--- config.mk ---
export PLATFORM = sky130hd
export DESIGN_NAME = shared_mem_arbiter_flat
export DESIGN_NICKNAME = d
export VERILOG_FILES = /design/src/rtl/shared_mem_arbiter_if.sv /design/src/rtl/shared_mem_arbiter.sv /design/src/flat_wrapper.sv
export SDC_FILE = /design/constraint.sdc
export NUM_CORES = 1
export LEC_CHECK = 0
export BUFFER_PORTS_ARGS = -buffer_cell sky130_fd_sc_hd__buf_2
export CAP_MARGIN = 20
export CORE_ASPECT_RATIO = 0.5
export CORE_UTILIZATION = 48
export CTS_CLUSTER_SIZE = 24
export DETAILED_ROUTE_END_ITERATION = 8
export PLACE_DENSITY_LB_ADDON = 0.25
export SYNTH_ARGS = -nofsm -noshare
export SYNTH_HDL_FRONTEND = slang
export SYNTH_SLANG_ARGS = --single-unit
--- constraint.sdc ---
create_clock -name clk -period 3.39 [get_ports clk]
set_clock_uncertainty 0.2 [all_clocks]
set_input_delay 0.5085 -clock clk [delete_from_list [all_inputs] [get_ports clk]]
set_output_delay 0.5085 -clock clk [all_outputs]
set_load 0.01 [all_outputs]
--- src/rtl/shared_mem_arbiter_if.sv ---
`default_nettype none
// ============================================================================
// shared_mem_arbiter_if : requester, memory-port, clear and read-response bus
// Revision: 1.0
// ============================================================================
interface shared_mem_arbiter_if #(
  parameter int NUM_REQ = 4,
  parameter int ID_W    = 2,
  parameter int ADDR_W  = 3,
  parameter int DATA_W  = 8
);
  logic [NUM_REQ-1:0]        req;
  logic [NUM_REQ-1:0]        req_we;
  logic [NUM_REQ*ADDR_W-1:0] req_addr;
  logic [NUM_REQ*DATA_W-1:0] req_wdata;
  logic [NUM_REQ-1:0]        gnt;
  logic                      clr_start;
  logic                      clr_busy;
  logic                      clr_done;
  logic                      mem_en;
  logic                      mem_we;
  logic [ADDR_W-1:0]         mem_addr;
  logic [DATA_W-1:0]         mem_wdata;
  logic [DATA_W-1:0]         mem_rdata;
  logic                      rd_valid;
  logic [DATA_W-1:0]         rd_data;
  logic [ID_W-1:0]           rd_id;

  modport slave (
    input  req, req_we, req_addr, req_wdata, clr_start, mem_rdata,
    output gnt, clr_busy, clr_done, mem_en, mem_we, mem_addr, mem_wdata,
           rd_valid, rd_data, rd_id
  );

  modport master (
    output req, req_we, req_addr, req_wdata, clr_start, mem_rdata,
    input  gnt, clr_busy, clr_done, mem_en, mem_we, mem_addr, mem_wdata,
           rd_valid, rd_data, rd_id
  );
endinterface
`default_nettype wire

--- src/rtl/shared_mem_arbiter.sv ---
`default_nettype none
// ============================================================================
// shared_mem_arbiter : round-robin arbiter and clear sequencer for a shared RF
// Revision: 1.0
// ============================================================================
module shared_mem_arbiter #(
  parameter int NUM_REQ = 4,
  parameter int ID_W    = 2,
  parameter int ADDR_W  = 3,
  parameter int DATA_W  = 8
) (
  input  logic                clk,
  input  logic                rst_n,
  shared_mem_arbiter_if.slave bus
);
  localparam int                DEPTH       = 1 << ADDR_W;
  localparam logic [0:0]        c_st_clear  = 1'b0;
  localparam logic [0:0]        c_st_arb    = 1'b1;
  localparam logic [ADDR_W-1:0] c_last_addr = ADDR_W'(DEPTH - 1);
  localparam logic [ID_W-1:0]   c_last_id   = ID_W'(NUM_REQ - 1);

  logic [0:0]         r_state;
  logic [0:0]         w_state_nxt;
  logic [ADDR_W-1:0]  r_cnt;
  logic [ID_W-1:0]    r_ptr;
  logic               w_clr_busy;
  logic               w_arb_en;
  logic               w_found;
  logic               w_xfer;
  logic [ID_W-1:0]    w_sel;
  logic [NUM_REQ-1:0] w_gnt;
  logic [ID_W-1:0]    w_rr_idx  [NUM_REQ];
  logic [ADDR_W-1:0]  w_req_addr[NUM_REQ];
  logic [DATA_W-1:0]  w_req_data[NUM_REQ];

  logic               r_mem_en;
  logic               r_mem_we;
  logic [ADDR_W-1:0]  r_mem_addr;
  logic [DATA_W-1:0]  r_mem_wdata;
  logic               r_clr_done;
  logic               r_port_rd;
  logic [ID_W-1:0]    r_port_id;
  logic               r_rd_valid;
  logic [DATA_W-1:0]  r_rd_data;
  logic [ID_W-1:0]    r_rd_id;

  for (genvar k = 0; k < NUM_REQ; k++) begin : g_slice
    assign w_req_addr[k] = bus.req_addr[k*ADDR_W +: ADDR_W];
    assign w_req_data[k] = bus.req_wdata[k*DATA_W +: DATA_W];
    assign w_rr_idx[k]   = ID_W'((int'(r_ptr) + k) % NUM_REQ);
  end

  always_ff @(posedge clk) begin
    if (!rst_n) r_state <= c_st_clear;
    else        r_state <= w_state_nxt;
  end

  always_comb begin
    w_state_nxt = r_state;
    case (r_state)
      c_st_clear: if (r_cnt == c_last_addr) w_state_nxt = c_st_arb;
      c_st_arb:   if (bus.clr_start)        w_state_nxt = c_st_clear;
      default:    w_state_nxt = c_st_clear;
    endcase
  end

  always_comb begin
    w_clr_busy = 1'b0;
    w_arb_en   = 1'b0;
    case (r_state)
      c_st_clear: w_clr_busy = 1'b1;
      c_st_arb:   w_arb_en   = ~bus.clr_start;
      default:    w_clr_busy = 1'b0;
    endcase
  end

  // Scan from the farthest offset down so the requester closest to r_ptr wins.
  always_comb begin
    w_sel   = '0;
    w_found = 1'b0;
    for (int i = NUM_REQ - 1; i >= 0; i--) begin
      if (bus.req[w_rr_idx[i]]) begin
        w_sel   = w_rr_idx[i];
        w_found = 1'b1;
      end
    end
  end

  assign w_xfer = rst_n & w_arb_en & w_found;
  assign w_gnt  = w_xfer ? (NUM_REQ'(1) << w_sel) : '0;

  always_ff @(posedge clk) begin
    if (!rst_n) begin
      r_cnt       <= '0;
      r_ptr       <= '0;
      r_mem_en    <= 1'b0;
      r_mem_we    <= 1'b0;
      r_mem_addr  <= '0;
      r_mem_wdata <= '0;
      r_clr_done  <= 1'b0;
      r_port_rd   <= 1'b0;
      r_port_id   <= '0;
      r_rd_valid  <= 1'b0;
      r_rd_data   <= '0;
      r_rd_id     <= '0;
    end else begin
      r_clr_done <= 1'b0;
      r_port_rd  <= 1'b0;
      if (w_clr_busy) begin
        r_cnt       <= r_cnt + ADDR_W'(1);
        r_mem_en    <= 1'b1;
        r_mem_we    <= 1'b1;
        r_mem_addr  <= r_cnt;
        r_mem_wdata <= '0;
        r_clr_done  <= (r_cnt == c_last_addr);
      end else if (w_xfer) begin
        r_ptr       <= (w_sel == c_last_id) ? '0 : w_sel + ID_W'(1);
        r_mem_en    <= 1'b1;
        r_mem_we    <= bus.req_we[w_sel];
        r_mem_addr  <= w_req_addr[w_sel];
        r_mem_wdata <= w_req_data[w_sel];
        r_port_rd   <= ~bus.req_we[w_sel];
        r_port_id   <= w_sel;
      end else begin
        r_mem_en <= 1'b0;
        r_mem_we <= 1'b0;
        if (bus.clr_start) r_cnt <= '0;
      end
      // Read data is sampled while the command is on the port (async RF read).
      r_rd_valid <= r_port_rd;
      if (r_port_rd) begin
        r_rd_data <= bus.mem_rdata;
        r_rd_id   <= r_port_id;
      end
    end
  end

  assign bus.gnt       = w_gnt;
  assign bus.clr_busy  = w_clr_busy;
  assign bus.clr_done  = r_clr_done;
  assign bus.mem_en    = r_mem_en;
  assign bus.mem_we    = r_mem_we;
  assign bus.mem_addr  = r_mem_addr;
  assign bus.mem_wdata = r_mem_wdata;
  assign bus.rd_valid  = r_rd_valid;
  assign bus.rd_data   = r_rd_data;
  assign bus.rd_id     = r_rd_id;
endmodule
`default_nettype wire

--- src/flat_wrapper.sv ---
// flat-port wrapper written by rule: the top's interface ports become plain ports
module shared_mem_arbiter_flat 
#(
  parameter int NUM_REQ = 4,
  parameter int ID_W    = 2,
  parameter int ADDR_W  = 3,
  parameter int DATA_W  = 8
)
  (clk, rst_n, bus_req, bus_req_we, bus_req_addr, bus_req_wdata, bus_clr_start, bus_mem_rdata, bus_gnt, bus_clr_busy, bus_clr_done, bus_mem_en, bus_mem_we, bus_mem_addr, bus_mem_wdata, bus_rd_valid, bus_rd_data, bus_rd_id);
  shared_mem_arbiter_if #(.NUM_REQ(NUM_REQ), .ID_W(ID_W), .ADDR_W(ADDR_W), .DATA_W(DATA_W)) bus_i ();
  input  logic clk;
  input  logic rst_n;
  input wire logic [$bits(bus_i.req)-1:0] bus_req;
  input wire logic [$bits(bus_i.req_we)-1:0] bus_req_we;
  input wire logic [$bits(bus_i.req_addr)-1:0] bus_req_addr;
  input wire logic [$bits(bus_i.req_wdata)-1:0] bus_req_wdata;
  input wire logic [$bits(bus_i.clr_start)-1:0] bus_clr_start;
  input wire logic [$bits(bus_i.mem_rdata)-1:0] bus_mem_rdata;
  output wire logic [$bits(bus_i.gnt)-1:0] bus_gnt;
  output wire logic [$bits(bus_i.clr_busy)-1:0] bus_clr_busy;
  output wire logic [$bits(bus_i.clr_done)-1:0] bus_clr_done;
  output wire logic [$bits(bus_i.mem_en)-1:0] bus_mem_en;
  output wire logic [$bits(bus_i.mem_we)-1:0] bus_mem_we;
  output wire logic [$bits(bus_i.mem_addr)-1:0] bus_mem_addr;
  output wire logic [$bits(bus_i.mem_wdata)-1:0] bus_mem_wdata;
  output wire logic [$bits(bus_i.rd_valid)-1:0] bus_rd_valid;
  output wire logic [$bits(bus_i.rd_data)-1:0] bus_rd_data;
  output wire logic [$bits(bus_i.rd_id)-1:0] bus_rd_id;
  assign bus_i.req = bus_req;
  assign bus_i.req_we = bus_req_we;
  assign bus_i.req_addr = bus_req_addr;
  assign bus_i.req_wdata = bus_req_wdata;
  assign bus_i.clr_start = bus_clr_start;
  assign bus_i.mem_rdata = bus_mem_rdata;
  assign bus_gnt = bus_i.gnt;
  assign bus_clr_busy = bus_i.clr_busy;
  assign bus_clr_done = bus_i.clr_done;
  assign bus_mem_en = bus_i.mem_en;
  assign bus_mem_we = bus_i.mem_we;
  assign bus_mem_addr = bus_i.mem_addr;
  assign bus_mem_wdata = bus_i.mem_wdata;
  assign bus_rd_valid = bus_i.rd_valid;
  assign bus_rd_data = bus_i.rd_data;
  assign bus_rd_id = bus_i.rd_id;
  shared_mem_arbiter #(.NUM_REQ(NUM_REQ), .ID_W(ID_W), .ADDR_W(ADDR_W), .DATA_W(DATA_W)) u_core (.clk(clk), .rst_n(rst_n), .bus(bus_i));
endmodule
==> results.md <==
* Status: finished clean
* CTS root buffer: clkbuf_8
* Die H at 44.5 um
* RSZ-0062 raised after global routing: no
* Critical path's most frequent cell: buf_2
* Reg-to-Reg End: u_core.bus.mem_wdata[6]
* Top cell type's share of synthesized area at 0.393
* Async SR Flop Fraction at 0
* Largest net degree at the start of global routing at 19
* Vias per cell at ~5.2
* Port Buf Inserts at 92
* Final WL at between 4000 and 5000 um
* Crit end category: output port
* Synth unique cells at 31
* Detailed placement HPWL at about 3200 um
* Placer Congestion at roughly 0.8
* WL met2 at approximately 2000 um
* Main synth FF type: dfxtp_1
* DR WL/cell at approximately 13 um
* Total GRT Usage at 0.236
* Met3 Wirelength at around 350 um
* Final setup fails at 0
* Num CTS Buffers at 5
* Synth area leaders: dfxtp_1 39%, mux2i_1 19%, nand2_1 6.1%
* Leakage power at ~0.0011 uW
* Cell Pwr Density at 420 mW/mm^2
* Fmax at between 300 and 400 MHz
* CTS Hold Bufs at 0
* Worst vdd ir at 0.000199 V
* Post-CTS resize count at 0
* Synth-to-Final Area Change at 35.6%
* Syn nets at about 260
* Setup TNS at 0 ps
* Top Metal Used: met4
* Commonest non-fill, non-tap cell in the layout: buf_2
* Via count at between 1,500 and 2,000
* CP cell instances: buf_2 -> nor2b_1 -> o21ai_0 -> o221a_2 -> inv_1 -> ha_1 -> and2_1 -> buf_2
* Total gr overflow at 0
* Mapped Avg Cell Area at 9.16 um^2
* Drt drc at 0
* Post-synth EDFFs at 0
* Crit path from: bus_req[2]
* Final ANT Viol Nets at 0
* FF-to-FF setup slack at approximately 1100 ps
* Initial core utilization at 0.540
* Synth area leader: dfxtp_1
* Worst-path clk slew at roughly 70 ps
* Max-capacitance violation count at 0
* TritonCTS clock tree: built
* Setup crit end: bus_gnt[0]
* ANT cells at 0
* First-pass GRT wire length at roughly 7000 um
* NumNets Final at between 300 and 400
* Area of the mapped netlist at roughly 0.0017 mm^2
* Critical path launch point type: primary input
* Die width at about 87 um
* Synth Warn # at 0
* Die area at 0.00386 mm^2
* Core ar. at about 0.0032 mm^2
* I/O pin cnt at 93
* Clock Sinks at 34
* Met1 wire length at approximately 1800 um
* Overall Power at around 980 uW
* Layout cell share with drive strength beyond 1 at 0.390
* Kind of critical path: in -> out
* Clk_lat worst skew at approximately 280 ps
* Crit Path Max Fanout at 16
* Starting DRT DRC Count at 48
* Mapped Cells at between 150 and 200
* Synth Register Bits at 34
* CTS H-Tree Depth at 2
* Sequential share of the synthesized area at 0.393
* R2r worst-path depth at 7
* Slew headroom at 0.625
* Vias in the first global route at about 1,600
* Drt pass-1 iters at 4
* FP Rows at 14
* Worst min-delay path class: in -> reg
* Post-CTS Setup Inserts at 0
* Most frequent cells in the layout: 92 x buf_2, 34 x dfxtp_1, 33 x mux2i_1
* Largest stage delay, worst path at around 420 ps
* WP data arrival at roughly 2100 ps
* Final period utilization at 0.834
* Critical Path Slowest Stage Cell: o221a_2
* Required time worst endpoint at 2680 ps
* Max-slew violations at 0
* Initial antenna violation count at 0
* Final hold vios at 0
* Worst r2r src: u_core.r_ptr[0]
* Worst-Margin Slew at approximately 560 ps
* Crit path time final at 2830 ps
* Largest buffer count on any clock path at 2
==> final cells by class <==
class / count / area, um^2
clock buffer: 5 / 68.8
multi-input combinational: 140 / 962
sequential: 34 / 681
clock inverter: 3 / 68.8
timing repair buffer: 96 / 490
tap: 48 / 60.1
fill: 283 / 860
inverter: 4 / 15.0
==> critical path, delay by kind of cell <==
kind,cells,cell delay (ps)
AO/OA/AOI/OAI,2,570
buffers and inverters,3,520
adder cells (fa/ha/maj),1,250
AND/OR/NAND/NOR,2,260
==> cell usage after synthesis (2+ instances only) <==
cell type  instances
a21oi_1            6
dfxtp_1           34
a31oi_1            3
ha_1               6
clkbuf_1           5
buf_6              2
inv_1              3
a2bb2oi_1          2
nor2_1            23
nand3_1            2
nand2_1           28
mux2i_1           33
mux2_2             4
and2_1             6
o21ai_0            6
a32o_1             8
nor2b_1            4
==> where the power goes <==
| part | total [uW] | internal [uW] | switching (uW) | leakage, uW |
|---|---|---|---|---|
| Sequential | 410 | 406 | 4.07 | 0.000276 |
| Combinational | 125 | 63.3 | 61.6 | 0.000768 |
| Clock | 449 | 295 | 154 | 0.0000683 |
==> worst min path at each step <==
stage	from	to	slack [ps]	cells after the start
floorplan	u_core.r_port_id[0]	u_core.r_port_id[0]	240	2
global placement	u_core.bus.mem_wdata[7]	u_core.bus.mem_wdata[7]	250	1
detailed placement	u_core.bus.mem_wdata[4]	u_core.bus.mem_wdata[4]	250	1
CTS	bus_mem_rdata[5]	u_core.bus.rd_data[5]	260	3
global route	bus_mem_rdata[0]	u_core.bus.rd_data[0]	280	3
finish	bus_mem_rdata[5]	u_core.bus.rd_data[5]	260	3
==> logic make-up (layout without fill, tap and decap cells) <==
logic type | Yosys count | count (layout) | share of synthesized area
simple gates | 66 | 66 | 0.164
buf+inv | 15 | 108 | 0.0506
mux | 37 | 37 | 0.217
compound gates | 31 | 31 | 0.132
flops | 34 | 34 | 0.393
fa+ha+maj | 6 | 6 | 0.0434
==> per-stage QoR <==
| step | instances | setup slack, ps | area (um^2) | hold WS, ps | util |
|---|---|---|---|---|---|
| final | 330 | 563 | 2350 | 262 | 0.732 |
| after floorplan | 189 | 1000 | 1730 | 236 | - |
| after global routing | 330 | 417 | 2350 | 280 | 0.732 |
| after detailed placement | 322 | 565 | 2210 | 255 | 0.689 |
| after CTS | 330 | 565 | 2350 | 260 | 0.732 |
| after global placement | 322 | 611 | 2210 | 249 | 0.689 |
==> registers in the layout (all words and copies together), names as in the netlist <==
register	cells
u_core.bus.rd_id	2
u_core.bus.mem_en	1
u_core.r_cnt	3
u_core.bus.clr_done	1
u_core.bus.mem_we	1
u_core.bus.rd_data	8
u_core.r_state	1
u_core.bus.mem_wdata	8
u_core.r_port_id	2
u_core.r_ptr	2
u_core.bus.mem_addr	3
u_core.bus.rd_valid	1
u_core.r_port_rd	1
==> per-layer routing <==
metal | vias to the layer above | global-route usage
met5 | - | 0
met3 | 6 | 0.0765
met1 | 788 | 0.264
li1 | 840 | -
met2 | 79 | 0.428
met4 | 0 | 0.0933
(Power assumes the default switching activity.)
